File: src/rtl/interrupt_sequencer.sv
// interrupt_sequencer
//   Reset/NMI/IRQ/BRK entry sequencer for the 65c02 core. Sources are
//   arbitrated at instruction boundaries and each accepted source walks a
//   SEQ_LEN-step entry sequence. The last two steps present the vector
//   address with VPB low.
//
//   Clocking : all state updates on negedge phi2; resb is an async active-low reset.
//   Inputs   : rdy (advance/freeze), irqb (level IRQ), nmib (falling-edge NMI),
//              i_flag (status I bit), instr_done / brk_start (decoder pulses)
//   Outputs  : seq_active, seq_step, seq_kind (00 IRQ, 01 NMI, 10 RESET, 11 BRK),
//              vector_addr, vpb, write_inhibit, b_push,
//              seq_done / set_i / clear_d (last step with rdy=1)
module interrupt_sequencer #(
  parameter int          RESET_HOLD = 2,
  parameter int          SEQ_LEN    = 7,
  parameter logic [15:0] VEC_BASE   = 16'hFFFA,
  parameter int          STEP_W     = $clog2(SEQ_LEN)
) (
  input  logic              phi2,
  input  logic              resb,
  input  logic              rdy,
  input  logic              irqb,
  input  logic              nmib,
  input  logic              i_flag,
  input  logic              instr_done,
  input  logic              brk_start,
  output logic              seq_active,
  output logic [STEP_W-1:0] seq_step,
  output logic [1:0]        seq_kind,
  output logic [15:0]       vector_addr,
  output logic              vpb,
  output logic              write_inhibit,
  output logic              b_push,
  output logic              seq_done,
  output logic              set_i,
  output logic              clear_d
);

  typedef enum logic [1:0] {RST_WAIT, IDLE, RUN} state_e;
  typedef enum logic [1:0] {
    K_IRQ = 2'b00, K_NMI = 2'b01, K_RESET = 2'b10, K_BRK = 2'b11
  } kind_e;

  localparam int                HOLD_W    = $clog2(RESET_HOLD + 1);
  localparam logic [HOLD_W-1:0] HOLD_LAST = HOLD_W'(RESET_HOLD - 1);
  localparam logic [STEP_W-1:0] STEP_LAST = STEP_W'(SEQ_LEN - 1);
  localparam logic [STEP_W-1:0] STEP_VEC  = STEP_W'(SEQ_LEN - 2);

  state_e            state_q, state_d;
  kind_e             kind_q, kind_d;
  logic [STEP_W-1:0] step_q, step_d;
  logic [HOLD_W-1:0] hold_q, hold_d;
  logic              nmi_prev_q, nmi_pend_q, nmi_pend_d;
  logic              brk_q, brk_d;   // sequence was entered via BRK; survives an NMI hijack
  logic              nmi_edge, nmi_clr;

  // nmi_prev resets to 0, so nmib already low at reset release is not an edge.
  assign nmi_edge = nmi_prev_q & ~nmib;

  always_comb begin
    state_d = state_q;
    kind_d  = kind_q;
    step_d  = step_q;
    hold_d  = hold_q;
    brk_d   = brk_q;
    nmi_clr = 1'b0;
    case (state_q)
      RST_WAIT: begin
        // counts regardless of rdy; boundary pulses and IRQ are ignored here
        hold_d = hold_q + 1'b1;
        if (hold_q == HOLD_LAST) begin
          state_d = RUN;
          kind_d  = K_RESET;
          step_d  = '0;
          brk_d   = 1'b0;
        end
      end
      IDLE: begin
        if (rdy) begin
          if (instr_done && nmi_pend_q) begin
            state_d = RUN;
            kind_d  = K_NMI;
            step_d  = '0;
            brk_d   = 1'b0;
            nmi_clr = 1'b1;
          end else if (instr_done && !irqb && !i_flag) begin
            state_d = RUN;
            kind_d  = K_IRQ;
            step_d  = '0;
            brk_d   = 1'b0;
          end else if (brk_start) begin
            state_d = RUN;
            kind_d  = K_BRK;
            step_d  = '0;
            brk_d   = 1'b1;
          end
        end
      end
      RUN: begin
        // A pending NMI takes over an IRQ/BRK entry while the vector fetch
        // has not started yet; later it waits for the next boundary.
        if (nmi_pend_q && (kind_q == K_IRQ || kind_q == K_BRK) && step_q < STEP_VEC) begin
          kind_d  = K_NMI;
          nmi_clr = 1'b1;
        end
        if (rdy) begin
          if (step_q == STEP_LAST) begin
            state_d = IDLE;
            step_d  = '0;
          end else begin
            step_d = step_q + 1'b1;
          end
        end
      end
      default: state_d = RST_WAIT;
    endcase
    nmi_pend_d = (nmi_pend_q & ~nmi_clr) | nmi_edge;
  end

  always_ff @(negedge phi2 or negedge resb) begin
    if (!resb) begin
      state_q    <= RST_WAIT;
      kind_q     <= K_RESET;
      step_q     <= '0;
      hold_q     <= '0;
      brk_q      <= 1'b0;
      nmi_prev_q <= 1'b0;
      nmi_pend_q <= 1'b0;
    end else begin
      state_q    <= state_d;
      kind_q     <= kind_d;
      step_q     <= step_d;
      hold_q     <= hold_d;
      brk_q      <= brk_d;
      nmi_prev_q <= nmib;
      nmi_pend_q <= nmi_pend_d;
    end
  end

  logic [15:0] vec_lo;
  logic        vec_step;

  always_comb begin
    case (kind_q)
      K_NMI:   vec_lo = VEC_BASE;
      K_RESET: vec_lo = VEC_BASE + 16'd2;
      default: vec_lo = VEC_BASE + 16'd4;
    endcase
  end

  assign seq_active    = (state_q == RUN);
  assign seq_step      = step_q;
  assign seq_kind      = kind_q;
  assign vec_step      = seq_active && (step_q == STEP_VEC || step_q == STEP_LAST);
  assign vector_addr   = !vec_step ? 16'h0000 :
                         (step_q == STEP_LAST) ? vec_lo + 16'd1 : vec_lo;
  assign vpb           = ~vec_step;
  assign write_inhibit = seq_active && (kind_q == K_RESET);
  assign b_push        = seq_active && brk_q;
  assign seq_done      = seq_active && (step_q == STEP_LAST) && rdy;
  assign set_i         = seq_done;
  assign clear_d       = seq_done;

endmodule

File: config.mk
export PLATFORM = sky130hd
export DESIGN_NAME = interrupt_sequencer
export DESIGN_NICKNAME = d
export VERILOG_FILES = /design/src/rtl/interrupt_sequencer.sv
export SDC_FILE = /design/constraint.sdc
export NUM_CORES = 1
export LEC_CHECK = 0
export BUFFER_PORTS_ARGS = -buffer_cell sky130_fd_sc_hd__buf_2
export CORE_UTILIZATION = 50
export DETAILED_ROUTE_END_ITERATION = 8
export PLACE_DENSITY_LB_ADDON = 0.25
export RECOVER_POWER = 25
export SLEW_MARGIN = 20
export SYNTH_ARGS = -nofsm -noshare
export SYNTH_HDL_FRONTEND = slang
export SYNTH_SLANG_ARGS = --single-unit
File: constraint.sdc
create_clock -name phi2 -period 5.3 [get_ports phi2]
set_input_delay 0.53 -clock phi2 [delete_from_list [all_inputs] [get_ports phi2]]
set_output_delay 0.53 -clock phi2 [all_outputs]
set_load 0.05 [all_outputs]
**Word level (Yosys, flattened, before mapping)**

Cells that the tools add are included.
W data, S select, Z words.

- Equality and inequality tests: 14
- Shift operators: 0
- Add/sub/neg operators: 3
- Div/mod/pow operators: 0
- Reduce and logical (&&, ||, !) cells: 22
- Multiplexer cells: 35
- Multiply operators: 0
- Bitwise operators: 6
- Magnitude comparators: 1

Operator list:

| cell | number |
|---|---|
| $mux W16 | 2 |
| $mux W2 | 12 |
| $mux W3 | 7 |
| $add A16 B1 Y16 const B | 1 |
| $reduce_and A5 Y1 | 3 |
| $pmux W2 S3 | 2 |
| $logic_and A1 B1 Y1 | 10 |
| $pmux W3 S3 | 1 |
| $mux W1 | 8 |
| $eq A2 B1 Y1 const B | 3 |
| $eq A2 B2 Y1 const B | 3 |
| $eq A3 B3 Y1 const B | 2 |
| $ne A2 B2 Y1 const B | 3 |
| $pmux W3 S2 | 1 |
| $logic_not A2 Y1 | 2 |
| $ne A2 B1 Y1 const B | 2 |
| $ne A4 B4 Y1 const B | 1 |
| $pmux W1 S2 | 2 |
| $reduce_and A4 Y1 | 1 |
| $add A3 B1 Y3 const B | 1 |
| $lt A3 B3 Y1 const B | 1 |
| $not A1 Y1 | 3 |
| $reduce_bool A3 Y1 | 1 |
| $add A2 B1 Y2 const B | 1 |
| other kinds (5) | 8 |

- Output and inout port bits: 28
- Bits in latches: 0
- Bits in registers: 12
- Memory bits (writable): 0
- Word-level logic and storage cells: 88
- Memories kept: 0
- Memory bits (read-only): 0

**Longest topological paths before layout**

Gate-level depths: netlist of the first run.

- Word-level depth: 9
- Mapped depth: 8
- Depth with buffers taken out: 7

==> results by group, run 1 <==
Place
  • Port-buffer cells: 35
  • Hpwl dp: 1.32 mm
  • Pre-CTS setup slack: 0.461 ns
  • Dpl cell area: 1030 um2
  • RD Place Congestion: 0.798

STA
  • Slew @ Worst Pin: 0.649 ns
  • Clock skew: 0.0531 ns
  • Worst Setup Slack, final: 0.153 ns
  • Final hold vios: 0
  • Slew Viols, Final: 0
  • Unrepaired setup endpoints after global routing: no
  • Hold slack: 0.431 ns
  • Final setup violating endpoints: 0
  • Setup TNS: 0 ns
  • Max_slew headroom: 0.568

Layout
  • N_diodes: 0
  • NumNets Final: 143
  • Util after Layout: 0.609
  • Share of cells above drive strength 1: 0.389
  • Fin area: 1050 um2
  • Area grow syn2layout: 14.4%

Critical path
  • Crit end category: output port
  • Crit Path Class: register to output port
  • Worst path required time: 4.77 ns
  • Worst-path maximum fanout: 15
  • Critical Path AT: 4.62 ns
  • CP Launch Type: register

Clock tree
  • Num CTS Buffers: 3
  • Clock sinks: 12
  • H-tree levels: 1
  • Clock root cell: clkbuf_4
  • Post-CTS Setup Inserts: 0
  • Hold_buf cts: 0
  • CTS tree: built
  • CTS max path bufs: 2
  • Clk_lat worst skew: 0.33 ns
  • CTS resizes: 0
  • Register clock-pin slew on the reported worst setup and hold paths: 0.06 ns

Synthesis
  • Leading area contributor after synthesis: dfrtn_1
  • Flops & latches, synth: 12
  • Adder-cell share of the synthesized area: 0.109
  • Post-Synth Simple-Gate Area: 0.187
  • Avg Inst Size Synth: 8.92 um2
  • Top FF cell, synth: dfrtn_1
  • Ranking of synthesized cells by area: dfrtn_1, buf_4, ha_1
  • Mapped Area: 918 um2
  • Register area share after synthesis: 0.328
  • Cells after Synth: 103
  • Asr flop ratio synth: 1.00
  • Post-synth EDFFs: 0
  • Post-synth cell types: 33
  • XOR/XNOR Fraction of Synth Area: 0.0191
  • Net count after synthesis: 119
  • Compound-cell area share of the yosys netlist: 0.154
  • Yosys warns: 0
  • Yosys top cell area share: 0.300
  • Post-synthesis mux area share: 0.0341
  • Largest family of logic cells by synthesized area: simple AND/OR/NAND/NOR gates

Drt
  • WL/cell: 11.4 um
  • TritonRoute pass-1 iters: 4
  • Final ANT Viol Nets: 0
  • Routed wire length: 1.72 mm
  • DR vias: 749
  • # DRC: 0
  • DRT iter0 DRCs: 8
  • Vias per Instance: 4.96

Global route
  • Initial antenna violation count: 0
  • Total GRT Usage: 0.196
  • Via count of the first global-routing pass: 621
  • Congestion Overflow GR: 0
  • First-pass GRT wire length: 2.75 mm
  • Pin count of the biggest net entering global routing: 16

Die
  • DIE WIDTH: 44.9 um
  • Core Area: 1730 um2
  • Initial Util: 0.532
  • Io pins: 36
  • Die Height: 44.9 um
  • Row Count: 15
  • Die ar.: 2010 um2

Power and ir drop
  • Worst vdd ir: 0.000345 V
  • Power per Cell Area: 596 nW/um2
  • Leakage: 0.606 nW

Outcome
  • Status: finished, final reports clean

Min path
  • Hold WC Path Type: register to register

Job
  • Max Cap Viol: 0
## state kept, by name, indices dropped and copies added, names as in the netlist
name        cells
brk_q           1
seq_kind        2
seq_step        3
nmi_prev_q      1
state_q         2
nmi_pend_q      1
hold_q          2
## cells in the mapped netlist, drive strengths merged (2+ instances only)
| master | instances |
|---|---|
| nand3b | 3 |
| nand2 | 8 |
| nand3 | 5 |
| nor2b | 2 |
| buf | 16 |
| o211ai | 2 |
| o21ai | 10 |
| mux2i | 2 |
| inv | 9 |
| xor2 | 2 |
| a21o | 2 |
| dfrtn | 11 |
| ha | 8 |
| and2 | 4 |
| nor2 | 6 |
## metal layers
metal	share of wire	wire (um)	up-vias	GRT usage
met2	0.49	840	25	0.329
li1	-	-	377	-
met3	0.044	76	2	0.0600
met5	0	0	-	0
met4	0.0070	12	0	0.0727
met1	0.46	794	345	0.235
## cells in the final DEF (no fill, tap or decap), types with 2 or more instances in the layout
cell and n:
nor2_1 3, nand3_1 4, ha_1 7, nand3b_1 3
o211ai_1 2, o21ai_0 9, clkbuf_1 2, buf_2 34
nand2_1 7, inv_1 9, and2_1 2, nor2_2 3
clkbuf_4 3, dfrtn_1 11, a21o_1 2, nor2b_1 2
xor2_1 2, mux2i_1 2
## metrics by stage
step	power (mW)	instances
final	0.627	151
after global routing	0.674	151
after CTS	0.631	151
after detailed placement	0.567	147
after global placement	0.556	147
after floorplan	0.495	103
## final cells by class
cell class | instances | area [um2]
fill | 161 | 676
multi-input combinational | 65 | 477
sequential | 12 | 302
timing repair buffer | 36 | 181
tap | 25 | 31.3
inverter | 8 | 30.0
clock buffer | 4 | 26.3
clock inverter | 1 | 3.75
## report_power, final
part | internal, mW | switching (mW) | leakage (nW)
registers | 0.130 | 0.0371 | 0.148
clock network | 0.0301 | 0.0328 | 0.0203
logic | 0.131 | 0.265 | 0.437
## worst paths after layout
kind | startpoint | to | slack [ns] | cells past startpoint
max in group asynchronous | resb | seq_kind[1] | 2.05 | 1
max reg2reg | state_q[0] | seq_kind[1] | 3.30 | 8
min in group asynchronous | resb | state_q[1] | 2.78 | 1
max | state_q[0] | seq_done | 0.15 | 6
min | nmi_prev_q | nmi_pend_q | 0.43 | 1
min reg2reg | nmi_prev_q | nmi_pend_q | 0.43 | 1
## worst max-delay path, cell delays in order, from the launching register on
cell and delay [ns]:
dfrtn_1 0.38, inv_1 0.11, ha_2 0.36, nor2b_1 0.26
and2b_2 0.18, and2_2 0.14, buf_2 0.25
## cells by family after synthesis
family	count (synthesis)
flops	12
xor+xnor	2
fa+ha+maj	8
mux	3
compound gates	20
buf+inv	26
simple gates	32
(Power assumes the default switching activity.)
==> run 2: changes to the inputs <==
--- a/config.mk
+++ b/config.mk
@@ -5,6 +5,7 @@
 export SDC_FILE = /design/constraint.sdc
 export NUM_CORES = 1
 export LEC_CHECK = 0
+export ABC_AREA = 1
 export BUFFER_PORTS_ARGS = -buffer_cell sky130_fd_sc_hd__buf_2
 export CORE_UTILIZATION = 50
 export DETAILED_ROUTE_END_ITERATION = 8
==> run 2 against run 1 <==
Against the previous run:
- largest cell class unchanged
- largest power group unchanged
- synthesized cell count grew 28%
- critical path depth fell by 1
- critical endpoint is now vector_addr[9]
- clock power rose by 24%
- via count grew 15%
- global-route usage shrank 1.6 points
- die area rose by 6.2%
- critical path type unchanged
- sequential share of layout area shrank 1.8 points
- non-clock buffer count fell by 1
==> results by group, run 2 <==
Outcome
  • Status: finished, final reports clean

Synthesis
  • Asr flop ratio synth: 1.00 (unchanged)
  • Synth top cells by count: nand2_1, inv_1, buf_4
  • Net count after synthesis: 148 (+24%)
  • Post-synth EDFFs: 0 (unchanged)
  • Most common cell in the netlist: nand2_1
  • Mapped Area: 978 um2 (+6.5%)
  • Register area share after synthesis: 0.308 (-0.0202)
  • Cells after Synth: 132 (+28%)
  • Flops & latches, synth: 12 (unchanged)
  • Yosys warns: 0 (unchanged)
  • Leading area contributor after synthesis: dfrtn_1
  • Yosys top cell area share: 0.281 (-0.0184)
  • Top FF cell, synth: dfrtn_1
  • Post-synth cell types: 24 (-27%)
  • Avg Inst Size Synth: 7.41 um2 (-17%)
  • Ranking of synthesized cells by area: dfrtn_1, buf_4, nand2_1

Drt
  • Final ANT Viol Nets: 0 (unchanged)
  • Met1 wire length: 827 um (+4.2%)
  • TritonRoute pass-1 iters: 4 (unchanged)
  • Routed wire length: 1.81 mm (+4.8%)
  • # DRC: 0 (unchanged)
  • WL/cell: 10.0 um (-12%)
  • DR vias: 860 (+15%)
  • Max layer used: met4
  • Metal3 WL: 91 um (+20%)
  • Vias per Instance: 4.78 (-3.7%)
  • Routed met2 length: 850 um (+1.2%)
  • DRT iter0 DRCs: 11 (+3)

STA
  • Worst Setup Slack, final: 0.303 ns (+0.150 ns)
  • Final setup violating endpoints: 0 (unchanged)
  • Clock skew: 0.0495 ns (-0.00362 ns)
  • Hold slack: 0.404 ns (-0.0275 ns)
  • Slew Viols, Final: 0 (unchanged)
  • Unrepaired setup endpoints after global routing: no
  • Setup TNS: 0 ns (unchanged)
  • Max_slew headroom: 0.569 (+0.00122)
  • Slew @ Worst Pin: 0.647 ns (-0.00183 ns)
  • Final hold vios: 0 (unchanged)

Layout
  • Reg area: 302 um2 (unchanged)
  • Util after Layout: 0.628 (+0.0194)
  • N_diodes: 0 (unchanged)
  • Fillers: 169 (+5.0%)
  • Largest register FFs: 3 (unchanged)
  • NumNets Final: 172 (+20%)
  • Share of cells above drive strength 1: 0.355 (-0.0341)
  • Most frequent cells in the layout: buf_2, nand2_1, inv_1
  • Commonest non-fill, non-tap cell in the layout: buf_2
  • Area of the multi-input gates: 484 um2 (+1.6%)
  • Area grow syn2layout: 14.4% (about the same)

Clock tree
  • Hold_buf cts: 0 (unchanged)
  • CTS max path bufs: 2 (unchanged)
  • Clock sinks: 12 (unchanged)
  • CTS tree: built
  • Register clock-pin slew on the reported worst setup and hold paths: 0.06 ns (about the same)
  • H-tree levels: 1 (unchanged)
  • Num CTS Buffers: 3 (unchanged)
  • Clock root cell: clkbuf_4
  • Clk_lat worst skew: 0.34 ns (about the same)

Critical path
  • Crit end category: output port
  • Critical Path AT: 4.47 ns (-0.15 ns)
  • Worst path required time: 4.77 ns (about the same)
  • Crit Path Class: register to output port
  • CP Launch Type: register
  • Worst-path maximum fanout: 13 (-2)

Global route
  • Congestion Overflow GR: 0 (unchanged)
  • Total GRT Usage: 0.180 (-0.0157)
  • Via count of the first global-routing pass: 703 (+13%)
  • First-pass GRT wire length: 2.70 mm (-1.8%)
  • Pin count of the biggest net entering global routing: 14 (-2)
  • Initial antenna violation count: 0 (unchanged)

Power and ir drop
  • Seq pwr share: 0.262 (-0.004)
  • Leakage: 0.689 nW (+14%)
  • Combinational share of power: 0.617 (-0.016)
  • Sw Ratio: 0.530 (-0.00482)
  • Worst vdd ir: 0.000359 V (+4.1%)
  • Internal: 304 uW (+4.1%)
  • Power per Cell Area: 577 nW/um2 (-3.3%)
  • Clock power share: 0.121 (+0.021)
  • Net switching power: 342 uW (+2.2%)

Place
  • Pre-CTS setup slack: 0.432 ns (-0.0297 ns)
  • Port-buffer cells: 35 (unchanged)
  • RD Place Congestion: 0.908 (+14%)
  • Hpwl dp: 1.46 mm (+10%)

Die
  • Die ar.: 2140 um2 (+6.2%)
  • Row Count: 15 (unchanged)
  • Io pins: 36 (unchanged)
  • Die Height: 46.2 um (+3.1%)
  • DIE WIDTH: 46.2 um (+3.1%)
  • Core Area: 1780 um2 (+3.3%)
  • Initial Util: 0.549 (+0.0169)

Min path
  • Hold WC Path Type: register to register

Job
  • Max Cap Viol: 0 (unchanged)
[run 2: final cells by class]
cell class / count / area share
repair buffers: 35 / 0.155
well taps: 25 / 0.0279
multi-input cells: 80 / 0.432
inverters: 23 / 0.0793
clock buffers: 4 / 0.0324
flip-flops and latches: 12 / 0.269
clock inverters: 1 / 0.00335
[run 2: final timing paths]
kind / start / to / slack [ns] / cells past startpoint
setup reg to reg: state_q[0] / state_q[0] / 3.58 / 7
setup / recovery: state_q[0] / vector_addr[9] / 0.30 / 5
hold / removal: nmi_prev_q / nmi_pend_q / 0.40 / 2
hold reg to reg: nmi_prev_q / nmi_pend_q / 0.40 / 2
max in group asynchronous: resb / seq_kind[1] / 2.06 / 1
min in group asynchronous: resb / seq_step[1] / 2.77 / 1
[run 2: kinds of logic after synthesis]
logic type               count (synthesis)  share of synthesized area
AND/OR/NAND/NOR                         56                      0.257
buffers and inverters                   40                      0.221
AO/OA/AOI/OAI                           14                     0.0934
flip-flops                              12                      0.308
adder cells (fa/ha/maj)                  8                      0.102
XOR/XNOR                                 2                     0.0179
[run 2: what timing repair did]
| item | CTS | global route |
|---|---|---|
| gates resized for setup | 0 | 1 |
| setup endpoints to repair | 0 | 13 |
| buffers inserted | 0 | 0 |
[run 2: power by group through the flow]
stage,combinational [mW],clock [mW],sequential (mW)
3_5_place_dp,0.394,0.00236,0.170
6_report,0.398,0.0781,0.169
4_1_cts,0.396,0.0792,0.169
5_1_grt,0.444,0.0833,0.176
3_3_place_gp,0.385,0.00236,0.169
2_1_floorplan,0.282,0.00236,0.211
[run 2: worst max-delay path: stages (launching register included)]
cell,delay (ns)
dfrtn_1,0.38
inv_1,0.10
ha_2,0.34
nand3_2,0.17
inv_1,0.23
buf_2,0.31
[run 2: per-layer routing]
layer,up-vias,track usage
li1,436,-
met1,385,0.215
met2,32,0.293
met3,7,0.0275
met4,0,0.124
met5,-,0
[run 2: stage by stage]
step / std cells / total power, mW / area [um2]
floorplan: 132 / 0.496 / 1000
global placement: 176 / 0.556 / 1080
detailed placement: 176 / 0.567 / 1080
CTS: 180 / 0.645 / 1120
global route: 180 / 0.704 / 1120
finish: 180 / 0.646 / 1120
==> run 3: changes to the inputs <==
--- a/config.mk
+++ b/config.mk
@@ -7,7 +7,7 @@
 export LEC_CHECK = 0
 export ABC_AREA = 1
 export BUFFER_PORTS_ARGS = -buffer_cell sky130_fd_sc_hd__buf_2
-export CORE_UTILIZATION = 50
+export CORE_UTILIZATION = 48
 export DETAILED_ROUTE_END_ITERATION = 8
 export PLACE_DENSITY_LB_ADDON = 0.25
 export RECOVER_POWER = 25
==> constraint.sdc (replaced) <==
create_clock -name phi2 -period 4.65 [get_ports phi2]
set_input_delay 0.465 -clock phi2 [delete_from_list [all_inputs] [get_ports phi2]]
set_output_delay 0.465 -clock phi2 [all_outputs]
set_load 0.05 [all_outputs]
==> run 3 against run 2 <==
Against the previous run:
- non-clock buffer count unchanged
- sequential share of layout area down 0.24 points
- wire length about the same
- flip-flop and latch count unchanged
- via count down 0.70%
- worst hold slack better by 0.0014 ns
- sequential power up 16%
- core utilization down 0.75 points
- clock skew up 0.0022 ns
- total power up 15%
- global-route usage up 0.59 points
- register-to-register slack worse by 0.60 ns
- critical endpoint is now clear_d
- highest routed layer unchanged
==> results by group, run 3 (synthesis gave the netlist of run 2 again) <==
Global route
  • First-pass GRT wire length: 2.80 mm (+3.9%)
  • Congestion Overflow GR: 0 (unchanged)
  • Via count of the first global-routing pass: 685 (-2.6%)
  • Initial antenna violation count: 0 (unchanged)
  • Pin count of the biggest net entering global routing: 14 (unchanged)
  • Total GRT Usage: 0.186 (+0.00591)

Clock tree
  • Clock sinks: 12 (unchanged)
  • H-tree levels: 1 (unchanged)
  • CTS resizes: 0 (unchanged)
  • Num CTS Buffers: 3 (unchanged)
  • CTS max path bufs: 2 (unchanged)
  • Post-CTS Setup Inserts: 0 (unchanged)
  • Register clock-pin slew on the reported worst setup and hold paths: 0.05 ns (about the same)
  • CTS tree: built
  • Clock root cell: clkbuf_4
  • Hold_buf cts: 0 (unchanged)
  • Clk_lat worst skew: 0.33 ns (about the same)

STA
  • Worst Setup Slack, final: 0.192 ns (-0.111 ns)
  • Setup TNS: 0 ns (unchanged)
  • Max_slew headroom: 0.574 (+0.00499)
  • Clock skew: 0.0516 ns (+0.00217 ns)
  • Slew Viols, Final: 0 (unchanged)
  • Final setup violating endpoints: 0 (unchanged)
  • Final hold vios: 0 (unchanged)
  • Unrepaired setup endpoints after global routing: no
  • Slew @ Worst Pin: 0.639 ns (-0.00748 ns)

Min path
  • Hold WC Path Type: register to register
  • Worst Hold Depth: 2 (unchanged)
  • Worst Min Path Start: nmi_prev_q
  • Hold endpoint: nmi_pend_q

Drt
  • Vias per Instance: 4.74 (-0.70%)
  • TritonRoute pass-1 iters: 4 (unchanged)
  • DRT iter0 DRCs: 7 (-4)
  • DR vias: 854 (-0.70%)
  • Final ANT Viol Nets: 0 (unchanged)
  • Routed wire length: 1.81 mm (about the same)
  • # DRC: 0 (unchanged)
  • WL/cell: 10.0 um (about the same)

Die
  • Die Height: 47.2 um (+2.0%)
  • Initial Util: 0.537 (-0.0113)
  • Io pins: 36 (unchanged)
  • DIE WIDTH: 47.2 um (+2.0%)
  • Row Count: 15 (unchanged)
  • Die ar.: 2220 um2 (+4.0%)
  • Core Area: 1820 um2 (+2.1%)

Job
  • Max Cap Viol: 0 (unchanged)

Place
  • Dpl cell area: 1080 um2 (+0.23%)
  • Pre-CTS setup slack: 0.368 ns (-0.0637 ns)
  • Port-buffer cells: 35 (unchanged)
  • Hpwl dp: 1.50 mm (+3.0%)
  • RD Place Congestion: 0.867 (-4.5%)

Layout
  • Reg area: 302 um2 (unchanged)
  • NumNets Final: 172 (unchanged)
  • Fillers: 192 (+14%)
  • N_diodes: 0 (unchanged)
  • Area grow syn2layout: 15.5%
  • Fin area: 1130 um2 (+0.89%)
  • Commonest non-fill, non-tap cell in the layout: buf_2
  • Share of cells above drive strength 1: 0.361 (+0.00645)
  • Largest register FFs: 3 (unchanged)
  • Area of the multi-input gates: 494 um2 (+2.1%)
  • Most frequent cells in the layout: buf_2, nand2_1, inv_1
  • Util after Layout: 0.621 (-0.00745)

Critical path
  • Reg2Reg Depth: 8 (+1)
  • Worst path required time: 4.18 ns (-0.59 ns)
  • RR Endpoint: state_q[0]
  • Cell mode on critical path: inv_1
  • Worst-path maximum fanout: 12 (-1)
  • R2r startpoint: state_q[0]
  • CP Launch Type: register
  • Slowest cell on the critical path: dfrtn_1
  • Crit end category: output port
  • Crit path max-delay family: buffers and inverters
  • CP Cell Sequence: inv_1 -> ha_4 -> inv_1 -> nor3_4 -> buf_2
  • Critical Path AT: 3.99 ns (-0.48 ns)
  • Crit Path Class: register to output port
  • FF-to-FF setup slack: 2.98 ns (-0.60 ns)
  • Worst path max stage delay: 0.37 ns (about the same)
  • Bufs and invs on worst path: 3 (unchanged)

Power and ir drop
  • Leakage: 0.689 nW (about the same)
  • Worst vdd ir: 0.000380 V (+5.8%)
  • Power per Cell Area: 656 nW/um2 (+14%)

Outcome
  • Status: finished, final reports clean
[run 3: metal layers]
layer  part of all wire  GRT usage  vias to the layer above
li1                   -          -                      435
met1               0.46      0.234                      372
met2               0.45      0.300                       43
met3              0.085     0.0346                        4
met4              0.013      0.103                        0
met5                  0          0                        -
[run 3: metrics by stage]
stage / hold slack [ns] / power, mW / instances
floorplan: 0.386 / 0.567 / 132
global placement: 0.393 / 0.639 / 176
detailed placement: 0.404 / 0.653 / 176
CTS: 0.410 / 0.738 / 180
global route: 0.425 / 0.805 / 180
finish: 0.405 / 0.741 / 180
[run 3: final cells by class]
cell class / instances / area share
multi-input combinational: 80 / 0.437
sequential: 12 / 0.267
timing repair buffer: 35 / 0.154
inverter: 23 / 0.0786
clock buffer: 4 / 0.0321
tap: 25 / 0.0277
clock inverter: 1 / 0.00332
[run 3: worst max-delay path by stage]
stage / from / endpoint / cells past startpoint
floorplan: seq_step[0] / vector_addr[1] / 3
global placement: state_q[1] / clear_d / 4
detailed placement: state_q[0] / clear_d / 5
CTS: state_q[0] / clear_d / 5
global route: state_q[0] / vector_addr[3] / 5
finish: state_q[0] / clear_d / 5
[run 3: worst reg2reg max path, stage by stage, from the launching register on]
cell and delay [ns]:
dfrtn_1 0.45, inv_1 0.11, ha_4 0.22, inv_1 0.17, o21ai_0 0.18, a21oi_4 0.19, nand2_2 0.08, nand2_1 0.06
nand2_1 0.06
[run 3: power breakdown]
group	internal (mW)	total, mW	leakage, nW	switching, mW
Sequential	0.153	0.196	0.149	0.0433
Clock	0.0487	0.0845	0.0263	0.0358
Combinational	0.151	0.461	0.514	0.310
Total	0.352	0.741	0.689	0.389
